===== src/rtl/instruction_fetch_pkg.sv =====
// Shared definitions for the fetch stage: state encoding, instruction width,
// bubble encoding and the PC step.
package instruction_fetch_pkg;

  typedef enum logic [1:0] {
    BOOT = 2'd0,
    RUN  = 2'd1,
    HALT = 2'd2
  } fetch_state_e;

  localparam int unsigned INSTR_W  = 16;
  localparam logic [15:0] NOP_INSTR = 16'h0000;
  localparam logic [15:0] PC_INC    = 16'd2;

endpackage


===== src/rtl/instruction_fetch_if_id_reg.sv =====
// IF/ID pipeline register: flush inserts a bubble, hold freezes the contents,
// otherwise the fetched instruction and its PC+2 are captured.
module if_id_reg
  import instruction_fetch_pkg::*;
(
  input  logic               clk,
  input  logic               rst,
  input  logic               hold_i,
  input  logic               flush_i,
  input  logic [INSTR_W-1:0] instr_i,
  input  logic [15:0]        pc_plus2_i,
  output logic [INSTR_W-1:0] instr_o,
  output logic [15:0]        pc_plus2_o,
  output logic               valid_o
);

  logic [INSTR_W-1:0] instr_q, instr_d;
  logic [15:0]        pc_plus2_q, pc_plus2_d;
  logic               valid_q, valid_d;

  always_comb begin
    instr_d    = instr_q;
    pc_plus2_d = pc_plus2_q;
    valid_d    = valid_q;
    if (flush_i) begin
      instr_d = NOP_INSTR;
      valid_d = 1'b0;
    end else if (!hold_i) begin
      instr_d    = instr_i;
      pc_plus2_d = pc_plus2_i;
      valid_d    = 1'b1;
    end
  end

  always_ff @(posedge clk or posedge rst) begin
    if (rst) begin
      instr_q    <= NOP_INSTR;
      pc_plus2_q <= 16'h0000;
      valid_q    <= 1'b0;
    end else begin
      instr_q    <= instr_d;
      pc_plus2_q <= pc_plus2_d;
      valid_q    <= valid_d;
    end
  end

  assign instr_o    = instr_q;
  assign pc_plus2_o = pc_plus2_q;
  assign valid_o    = valid_q;

endmodule


===== src/rtl/instruction_fetch.sv =====
// Fetch stage: PC and BOOT/RUN/HALT control with stall, branch/exception
// redirect and sticky fault detection on the current PC.
module instruction_fetch
  import instruction_fetch_pkg::*;
#(
  parameter int unsigned N          = 100,
  parameter logic [15:0] EXC_VECTOR = 16'h0040
) (
  input  logic               clk,
  input  logic               rst,
  input  logic               stall,
  input  logic               branch_taken,
  input  logic [15:0]        branch_target,
  input  logic               exc_req,
  output logic [15:0]        ReadAddress,
  input  logic [INSTR_W-1:0] Instruction,
  output logic [INSTR_W-1:0] ifid_instr,
  output logic [15:0]        ifid_pc_plus2,
  output logic               ifid_valid,
  output logic               fetch_fault,
  output logic               halted
);

  localparam logic [15:0] PC_MAX = 16'(N - 2);

  fetch_state_e state_q, state_d;
  logic [15:0]  pc_q, pc_d;
  logic         fault_q, fault_d;
  logic         halted_q, halted_d;
  logic         hold_s, flush_s;
  logic         bad_pc_s;
  logic [15:0]  pc_plus2_s;

  assign pc_plus2_s = pc_q + PC_INC;
  // Redirect targets are only checked once they become the PC, so one check covers all paths.
  assign bad_pc_s   = (pc_q > PC_MAX) || pc_q[0];

  always_comb begin
    state_d = state_q;
    pc_d    = pc_q;
    fault_d = fault_q;
    hold_s  = 1'b0;
    flush_s = 1'b0;
    case (state_q)
      BOOT: begin
        hold_s  = 1'b1;
        state_d = RUN;
      end
      RUN: begin
        if (bad_pc_s) begin
          fault_d = 1'b1;
          flush_s = 1'b1;
          state_d = HALT;
        end else if (exc_req) begin
          pc_d    = EXC_VECTOR;
          flush_s = 1'b1;
        end else if (branch_taken) begin
          pc_d    = branch_target;
          flush_s = 1'b1;
        end else if (stall) begin
          hold_s = 1'b1;
        end else begin
          pc_d = pc_plus2_s;
        end
      end
      HALT: begin
        hold_s = 1'b1;
      end
      default: begin
        hold_s  = 1'b1;
        state_d = HALT;
      end
    endcase
    halted_d = (state_d == HALT);
  end

  always_ff @(posedge clk or posedge rst) begin
    if (rst) begin
      state_q  <= BOOT;
      pc_q     <= 16'h0000;
      fault_q  <= 1'b0;
      halted_q <= 1'b0;
    end else begin
      state_q  <= state_d;
      pc_q     <= pc_d;
      fault_q  <= fault_d;
      halted_q <= halted_d;
    end
  end

  if_id_reg u_if_id (
    .clk        (clk),
    .rst        (rst),
    .hold_i     (hold_s),
    .flush_i    (flush_s),
    .instr_i    (Instruction),
    .pc_plus2_i (pc_plus2_s),
    .instr_o    (ifid_instr),
    .pc_plus2_o (ifid_pc_plus2),
    .valid_o    (ifid_valid)
  );

  assign ReadAddress = pc_q;
  assign fetch_fault = fault_q;
  assign halted      = halted_q;

endmodule


===== config.mk =====
export PLATFORM = sky130hd
export DESIGN_NAME = instruction_fetch
export DESIGN_NICKNAME = d
export VERILOG_FILES = /design/src/rtl/instruction_fetch_pkg.sv /design/src/rtl/instruction_fetch_if_id_reg.sv /design/src/rtl/instruction_fetch.sv
export SDC_FILE = /design/constraint.sdc
export NUM_CORES = 1
export LEC_CHECK = 0
export BUFFER_PORTS_ARGS = -buffer_cell sky130_fd_sc_hd__buf_2
export CORE_ASPECT_RATIO = 0.7
export CORE_UTILIZATION = 45
export CTS_BUF_LIST = sky130_fd_sc_hd__clkbuf_4 sky130_fd_sc_hd__clkbuf_8
export CTS_CLUSTER_DIAMETER = 150
export DETAILED_ROUTE_END_ITERATION = 7
export PLACE_DENSITY = 0.83
export SLEW_MARGIN = 10
export SYNTH_ARGS = -nofsm -noshare
export SYNTH_HDL_FRONTEND = slang
export SYNTH_SLANG_ARGS = --single-unit

===== constraint.sdc =====
create_clock -name clk -period 2.4 [get_ports clk]
set_input_delay 0.36 -clock clk [delete_from_list [all_inputs] [get_ports clk]]
set_output_delay 0.36 -clock clk [all_outputs]
set_load 0.01 [all_outputs]

# Yosys cells after proc, flatten, opt, wreduce, memory -nomap -nowiden
# Index checks and enable logic that the tools add are counted.
# word_totals
wordCells,40
register_bits,53
input_bits,37
output_inout_bits,51
# classes
n_lt_le_gt_ge,1
n_addsub,1
mux,18
n_eq_ne,5
reduce_logical,5
n_bitwise,3
# ops
op,n
$mux W16,5
$add A16 B2 Y16 const B,1
$gt A16 B7 Y1 const B,1
$mux W1,11
$pmux W2 S3,1
$eq A2 B2 Y1 const B,2
$reduce_and A2 Y1,2
$ne A3 B1 Y1 const B,1
$not A1 Y1,3
$reduce_and A3 Y1,1
$eq A2 B1 Y1 const B,1
$logic_not A2 Y1,1
$mux W2,1
$ne A2 B2 Y1 const B,1
$logic_or A1 B1 Y1,1

# Logic depth before layout (Yosys ltp)
# Gate-level depths: netlist of run 1.
# logic_depth
ltp_word,7
mapped_depth,6

# Cells and area by module
# Synthesis of run 1 repeated with hierarchy kept, for this count alone.
# hier_totals
cells_unflattened,230
area_unflattened_um2,2653.8
# by_module_without_submodules
module,cells_per_inst,n_inst,seq_area_each_um2,area_per_inst_um2
if_id_reg,90,1,825.8,1353.8
instruction_fetch,140,1,500.5,1300.0

# Worst setup path after synthesis of run 1
# OpenSTA, ideal clock, no wires.
# synth_path
path_kind,register -> register
start,"register pc_q[3], in the netlist ReadAddress[3]"
end,"register u_if_id.pc_plus2_q[2], in the netlist u_if_id.pc_plus2_o[2]"
period_less_slack_ps,1944
arrival_time_ps,1817
required_time_ps,2273
n_path_buf,2
slack_ps,456
stages_incl_launch_ff,7
cell_sequence,dfrtp_1 > buf_2 > nor3_2 > o211ai_4 > nor4_4 > buf_4 > mux2_1
# synth_between
elab_chain_cells,6
word_cells_on_any_way,9
cone_classes,order compare: 1; mux: 4; bitwise: 2; reduce/logical: 2
# synth_rtl
item,line_no,source
start: declaration,instruction_fetch.sv:27,"logic [15:0] pc_q, pc_d;"
start signal: assignment,instruction_fetch.sv:85,pc_q <= pc_d;
$gt A16 B7 Y1 *,instruction_fetch.sv:36,assign bad_pc_s = (pc_q > PC_MAX) || pc_q[0];
$logic_or A1 B1 Y1 *,instruction_fetch.sv:36,
$mux W1,instruction_fetch.sv:50,if (bad_pc_s) begin
$mux W1,instruction_fetch.sv:44,case (state_q)
$not A1 Y1 (no line),--,
$reduce_and A2 Y1 (no line) *,--,
end signal: assignment,instruction_fetch_if_id_reg.sv:42,pc_plus2_q <= pc_plus2_d;
end: declaration,instruction_fetch_if_id_reg.sv:18,"logic [15:0] pc_plus2_q, pc_plus2_d;"
# Every way passes the cells marked *; elsewhere a longest branch is shown, timed or not.
# A chain may end at the register's enable or synchronous reset.

# Final worst setup path of run 1
# layout_path
start,"register pc_q[7], in the netlist ReadAddress[7]"
end,"register pc_q[4], in the netlist ReadAddress[4]"
# layout_between
elab_chain_cells,4
# layout_rtl
item,line_no
$gt A16 B7 Y1,instruction_fetch.sv:36
$logic_or A1 B1 Y1,instruction_fetch.sv:36
$not A1 Y1 (no line),--
$reduce_and A3 Y1 (no line),--
# No other way between the ends.

==> results.txt, run 1 <==
- Net switching is 23.7% of the power.
- Relative max-transition margin: 62.9%
* RSZ-0062 raised after global routing: false
- H-Tree Depth: 2
- The most critical setup path has its startpoint at ReadAddress[7].
- For this run, asynchronously set or reset flops after synthesis account for 100%.
- The tree is rooted in a clkbuf_8.
* Number of standard cells after synthesis: 190
- Internal Power: 1.19 mW
- After the first detailed-routing iteration, the DRC count stood at 153.
- Total number of vias: ~1900
- At the later pin of the worst-skew pair, clock insertion delay measures 300 ps.
- For the worst setup path, the data required time is 2630 ps.
- The floorplan step defined a die boundary enclosing ~0.0055 sq mm.
* Sequential group share of total power: 59.0%
- Final worst path period share: 92.8%
- Run status: finished clean
* Max Transition Viols Final: 0
- just under 90 I/O pins were placed.
* Worst Reg-to-Reg Cells: 4
- Setup slack on the worst reg-to-reg path comes out at 170 ps.
* Wire length of the first global-routing pass: 8560 um
- Post-detailed-route wirelength per cell: 15.0 um
- For this run, design rule violations remaining after detail routing come to 0.
- Setup total negative slack on the finished layout was measured at 0 ps.
- Antenna Cells: 0
* Fill cell instance count of the final layout: ~400
* Largest net degree at the start of global routing: 33
- Post-route total power: about 1.6 mW
- Setup violations remaining at the end of the flow were counted as 0.
- Launch instance of the worst register-to-register path: ReadAddress[7]
* Pre-antenna DRT Iters: 4
* Combinational share of power: 8.1%
- NumNets Final: 318
- STA classifies the critical path startpoint as a flip-flop.
- The die is a little under 90 um wide.
- Number of global-route vias before repair: ~1700
* Share of cells above drive strength 1: 43.4%
- GRT Overall Usage: 20.5%
* Commonest register cell after synthesis: dfrtp_1
- Die height: 62.2 um
- The congestion estimate from routability-driven global placement came to 0.879.
- Cell types with the largest area share after synthesis: dfrtp_1, a22o_1, nor2b_1
- Counting every net in the synthesized netlist gives 228.
* Count of hold buffers inserted by post-cts repair: 0
* DRT Wirelength: around 5200 um
- The worst setup path is captured at a flip-flop.
* Count of instances resized after the clock tree is built: 0
* Number of buffers inserted by post-CTS setup repair: 0
* Commonest non-fill, non-tap cells in the layout: buf_2, dfrtp_1, a22o_1
* Clock tree from TritonCTS: yes
- For the pin with the worst max-slew slack, the measured transition is approximately 550 ps.
- In this run the power density over the cells is 529 mW/mm^2.
- The largest total area in the synthesized netlist belongs to dfrtp_1.
- Switching power: 370 uW
* Most frequent standard cell in the layout excluding fill and tap cells: buf_2
- The synthesized design devotes to its leading area cell type 56.9% of total area.
* Class of the tightest hold or removal check: primary input to asynchronous set/reset pin
- The most critical setup path has its endpoint at ReadAddress[4].
- In this run, synthesis inferred 0 flip-flops with an integrated enable.
- For this configuration, the core starts out at a cell density of 47.7%.
- Post-CTS clock slew at the launch and capture registers of the worst setup and hold paths: roughly 90 ps
- The initialized floorplan defines 21 standard-cell rows.
- Lkg Pwr: roughly 1.6 nW
- The final number of hold-violating endpoints was 0.
- Sinks on the clock net: between 50 and 60
- Mean instance size in the synthesized netlist: around 12 sq um
* Proportion of synthesized chip area in sequential cells: 56.9%
- Area occupied by multi-input gates: 926 sq um
- Layout Skew: between 6 and 7 ps
- Critical R2R Capture: ReadAddress[4]
- Total half-perimeter wirelength after legalization and detailed placement: slightly below 4000 um
- In this run the tool buffered the top-level ports with 87 buffer cells.
- Number of warnings reported in the yosys synthesis log: 0
- TritonCTS created 5 clock buffers.
- Placeable core region: 0.00489 sq mm
- The clock passes through at most 2 buffers.
- Once detail routing completed, the nets flagged for antenna violations numbered 0.
- Via density per instance: 5.30
- Clock network power share: ~33%
- The number of antenna violations at the first check in global routing is 0.
- The tool flagged a number of max-cap violations equal to 0.
- Crit path DAT: around 2500 ps
- Synth unique cells: 44
- Highest net fanout along the worst path: 9
- The mapped netlist covers approximately 0.0023 sq mm.
- After synthesis the netlist holds a flip-flop and latch count of 53.
- The setup path with the least slack is of type flip-flop to flip-flop.
- Area growth from synthesis to final layout: 26.5%
* Post-layout min period: 2230 ps
- Grt ovf: 0
- Maximum frequency from static timing analysis: 449 MHz
* Sequential standard cell area: 0.00133 sq mm
- Maximum resistive drop on vdd: between 0.0002 and 0.0003 V
worst max-delay path: stages (launching register included):
cell and delay [ps]:
dfrtp_1 450, nor4_2 460, nand2_1 220, or4_1 780, o21ai_2 230
worst min-delay path by stage:
stage,endpoint,slack (ps),cells past startpoint
after floorplan,state_q[0],420,1
after global placement,u_if_id.pc_plus2_o[1],390,2
after detailed placement,u_if_id.pc_plus2_o[6],400,2
after CTS,u_if_id.instr_o[2],60,2
after global routing,u_if_id.instr_o[5],100,2
final,u_if_id.pc_plus2_o[6],60,2
power by group through the flow:
stage | Sequential (mW) | Clock, mW | Combinational [mW]
floorplan | 0.937 | 0 | 0.0695
global placement | 0.937 | 0 | 0.126
detailed placement | 0.938 | 0 | 0.128
CTS | 0.920 | 0.531 | 0.129
global route | 0.924 | 0.569 | 0.142
finish | 0.921 | 0.514 | 0.127
final cells by class:
cell class	count	share of cell area (%)
Multi-Input combinational cell	121	31.4
Clock buffer	6	2.80
Sequential cell	53	45.0
Timing Repair Buffer	93	16.7
Tap cell	69	2.93
Inverter	6	0.763
Clock inverter	2	0.466
Yosys cell counts (all sizes together) (3+ instances only):
library cell and count:
nor4 5, a22o 17, nor2 3, xnor2 3
nor2b 15, buf 8, dfrtp 53, a21oi 7
nor3 5, nand2 9, inv 6, o21ai 11
nand3 5, mux2 5, a21o 5, o21bai 4
o31ai 4
state kept, by name (all words and copies together) (netlist names):
signal / flops
halted: 1
fetch_fault: 1
u_if_id.instr_o: 16
u_if_id.valid_o: 1
ReadAddress: 16
u_if_id.pc_plus2_o: 16
state_q: 2
through the flow:
stage / hold slack, ps / instance area, sq um / setup WS, ps / cells / util (%)
final: 56.2 / 2950 / 174 / 350 / 60.4
after global routing: 99.2 / 2950 / 78.5 / 350 / 60.4
after CTS: 64.4 / 2950 / 203 / 350 / 60.4
after detailed placement: 395 / 2850 / 238 / 342 / 58.4
after global placement: 389 / 2850 / 343 / 342 / 58.4
after floorplan: 424 / 2330 / 456 / 190 / -
routing by layer:
metal / up-vias / part of all wire [%] / global-route usage [%]
met1: 876 / 48 / 32.2
met3: 13 / 8.5 / 5.32
li1: 875 / - / -
met4: 0 / 1.5 / 7.06
met2: 91 / 42 / 27.0
met5: - / 0 / 0
kinds of logic (layout without fill, tap and decap cells):
| kind of cell | after synthesis | count (layout) | share of synthesized area (%) |
|---|---|---|---|
| xor gates and xnor gates | 4 | 4 | 1.50 |
| buffers and inverters | 16 | 107 | 3.43 |
| and+or+nand+nor | 52 | 52 | 14.6 |
| DFF | 53 | 53 | 56.9 |
| muxes | 7 | 7 | 3.27 |
| AOI/OAI and AO/OA | 57 | 57 | 19.8 |
| adders and majority gates | 1 | 1 | 0.536 |
Note: power is estimated with default switching activity, not from simulation.
==> run 2: changes to the inputs <==
==> constraint.sdc (replaced) <==
create_clock -name clk -period 2.4 [get_ports clk]
set_input_delay 0.48 -clock clk [delete_from_list [all_inputs] [get_ports clk]]
set_output_delay 0.48 -clock clk [all_outputs]
set_load 0.01 [all_outputs]
==> results.txt, run 2 (same netlist as run 1, synthesis figures left out) <==
- Area growth from synthesis to final layout: 26.8% (was 26.5%)
* PD cells: 525 mW/mm^2 (was 529 mW/mm^2)
* Placeable core region: 0.00489 sq mm (unchanged)
* Run status: finished clean (unchanged)
* Starting density of the core: 47.7% (unchanged)
* Via density per instance: 5.23 (was 5.30)
- The buffer depth of the longest clock path was 2 (unchanged).
* Most frequent standard cell in the layout excluding fill and tap cells: buf_2 (unchanged)
- The number of buffers added by the clock tree synthesis step came to 5 (unchanged).
- Clock network power share: 32.3% (was 32.9%)
- The transition time of the tightest slew-check pin came to 547 ps (was 552 ps).
- Number of global-route vias before repair: 1695 (was 1717)
* Sinks on the clock net: 53 (unchanged)
* Largest net degree at the start of global routing: 33 (unchanged)
- Master of the slowest instance on the critical path: or4_1 (unchanged)
- The total global routing overflow is 0 (unchanged).
- The worst clock skew is 4.65 ps (was 6.51 ps).
* Number of placed instances, taps included: 342 (unchanged)
- The die footprint came to 0.00548 sq mm (unchanged).
- The fraction of power spent switching nets was 23.4% (was 23.7%).
- CP max stage delay: 780 ps (about the same)
* Class of the tightest hold or removal check: primary input to asynchronous set/reset pin (unchanged)
* Maximum resistive drop on vdd: 0.000270 V (was 0.000264 V)
- The arrival time of data at the critical path endpoint is 2350 ps (was 2450 ps).
- The critical register-to-register path startpoint is ReadAddress[7] (unchanged).
- The total setup violations reported at the end of the flow was 0 (unchanged).
- Maximum frequency from static timing analysis: 470 MHz (was 449 MHz)
* Total half-perimeter wirelength after legalization and detailed placement: 3990 um (was 3870 um)
* Post-CTS clock slew at the launch and capture registers of the worst setup and hold paths: 90 ps (about the same)
- The number of antenna violations at the first check in global routing came to 0 (unchanged).
- The largest fanout on the critical path is 9 (unchanged).
* Total number of placement rows: 21 (unchanged)
* Count of nets left with antenna violations after detail routing: 0 (unchanged)
- The width of the chip is 88.0 um (unchanged).
- Count of instances resized after the clock tree is built: 0 (unchanged)
- The number of I/O port buffers is 87 (unchanged).
* Antenna Cells: 0 (unchanged)
* Final worst path period share: 88.6% (was 92.8%)
* Combinational share of power: 8.4% (was 8.1%)
- The count of pins over their slew limit was 0 (unchanged).
- The layout filler cell count came to 429 (was 411).
- The number of cells on the worst reg-to-reg path is 4 (unchanged).
- Final cell count without fillers: 350 (unchanged)
- The leakage power was 1.58 nW (about the same).
* Clock tree from TritonCTS: yes (unchanged)
* Pre-antenna DRT Iters: 4 (unchanged)
* First DRT Iteration DRCs: 163 (was 153)
* Total number of vias: 1832 (was 1855)
- Switching power: 364 uW (was 370 uW)
- The post-CTS setup repair buffer count was 0 (unchanged).
- The share of total power in sequential cells was 59.3% (was 59.0%).
- The weighted congestion reported at the end of routability-driven placement is 0.937 (was 0.879).
* Number of failing hold endpoints at the final stage: 0 (unchanged)
* Remaining DRCs: 0 (unchanged)
- Clock latency of the later-clocked register in the worst-skew pair: 300 ps (about the same)
- The hold buffer count at cts was 0 (unchanged).
- The die boundary height is 62.2 um (unchanged).
- Relative max-transition margin: 63.5% (was 62.9%)
- The buffer type at the clock tree root is clkbuf_8 (unchanged).
- Post-detailed-route wirelength per cell: 15.2 um (was 15.0 um)
- The max-cap check violation count was 0 (unchanged).
- The global-route wire length before repair came to 8630 um (was 8560 um).
* Required time worst endpoint: 2620 ps (was 2630 ps)
- GRT Overall Usage: 20.7% (was 20.5%)
* DRT Wirelength: 5330 um (was 5240 um)
- Share of cells above drive strength 1: 43.4% (unchanged)
- RSZ-0062 raised after global routing: false (unchanged).
- Commonest non-fill, non-tap cells in the layout: buf_2, dfrtp_1, a22o_1 (unchanged).
- H-Tree Depth: 2 (unchanged)
* Internal Power: 1.19 mW (about the same)
* Post-route total power: 1.55 mW (was 1.56 mW)
* NumNets Final: 318 (unchanged)
- The final setup TNS was 0 ps (unchanged).
- The type of element launching the critical path is a flip-flop (unchanged).
* I/O pin total: 88 (unchanged)
* Critical path start-end classification: flip-flop to flip-flop (unchanged)
- The time the final worst path needs with I/O delays and setup is 2130 ps (was 2230 ps).
* Crit end category: flip-flop (unchanged)
- Cell breakdown of the critical path: nor4_2, nand2_1, or4_1, o21ai_2 (unchanged)
* Crit path from: ReadAddress[7] (unchanged)
==> run 2: final timing paths <==
kind                                         end  slack [ps]
min in group clk             u_if_id.instr_o[15]         400
min reg2reg                           state_q[0]         460
max in group asynchronous         ReadAddress[5]        1640
max                               ReadAddress[4]         270
max reg2reg                       ReadAddress[4]         270
min                        u_if_id.pc_plus2_o[6]         220
==> run 2: cell type report <==
type,instances,area [sq um],share of cell area (%)
flip-flops and latches,53,1330,44.8
multi-input cells,121,926,31.3
repair buffers,93,505,17.1
well taps,69,86.3,2.92
clock buffers,7,83.8,2.83
inverters,6,22.5,0.761
clock inverters,1,7.51,0.254
==> run 2: routing by layer <==
metal | global-route usage (%) | up-vias | wire [um]
li1 | - | 872 | -
met1 | 32.0 | 872 | 2620
met2 | 28.6 | 78 | 2260
met3 | 4.79 | 10 | 366
met4 | 6.85 | 0 | 80
met5 | 0 | - | 0
==> run 2: worst max-delay path: cells and delay by family (launching register included) <==
| family | cells | cell delay (ps) |
|---|---|---|
| AOI/OAI and AO/OA | 1 | 230 |
| DFF | 1 | 450 |
| and+or+nand+nor | 3 | 1360 |
==> run 2: power by group through the flow <==
stage / clock, mW / combinational (mW) / sequential, mW
floorplan: 0 / 0.0695 / 0.937
global placement: 0 / 0.129 / 0.937
global route: 0.555 / 0.145 / 0.923
detailed placement: 0 / 0.132 / 0.938
CTS: 0.515 / 0.132 / 0.920
finish: 0.502 / 0.131 / 0.921
==> run 2: per-stage QoR <==
stage / setup WS, ps / hold slack [ps] / utilization (%) / instance area (sq um)
finish: 273 / 221 / 60.5 / 2960
global route: 127 / 247 / 60.5 / 2960
CTS: 287 / 236 / 60.5 / 2960
detailed placement: 309 / 453 / 58.7 / 2870
global placement: 351 / 438 / 58.7 / 2870
floorplan: 456 / 424 / - / 2330
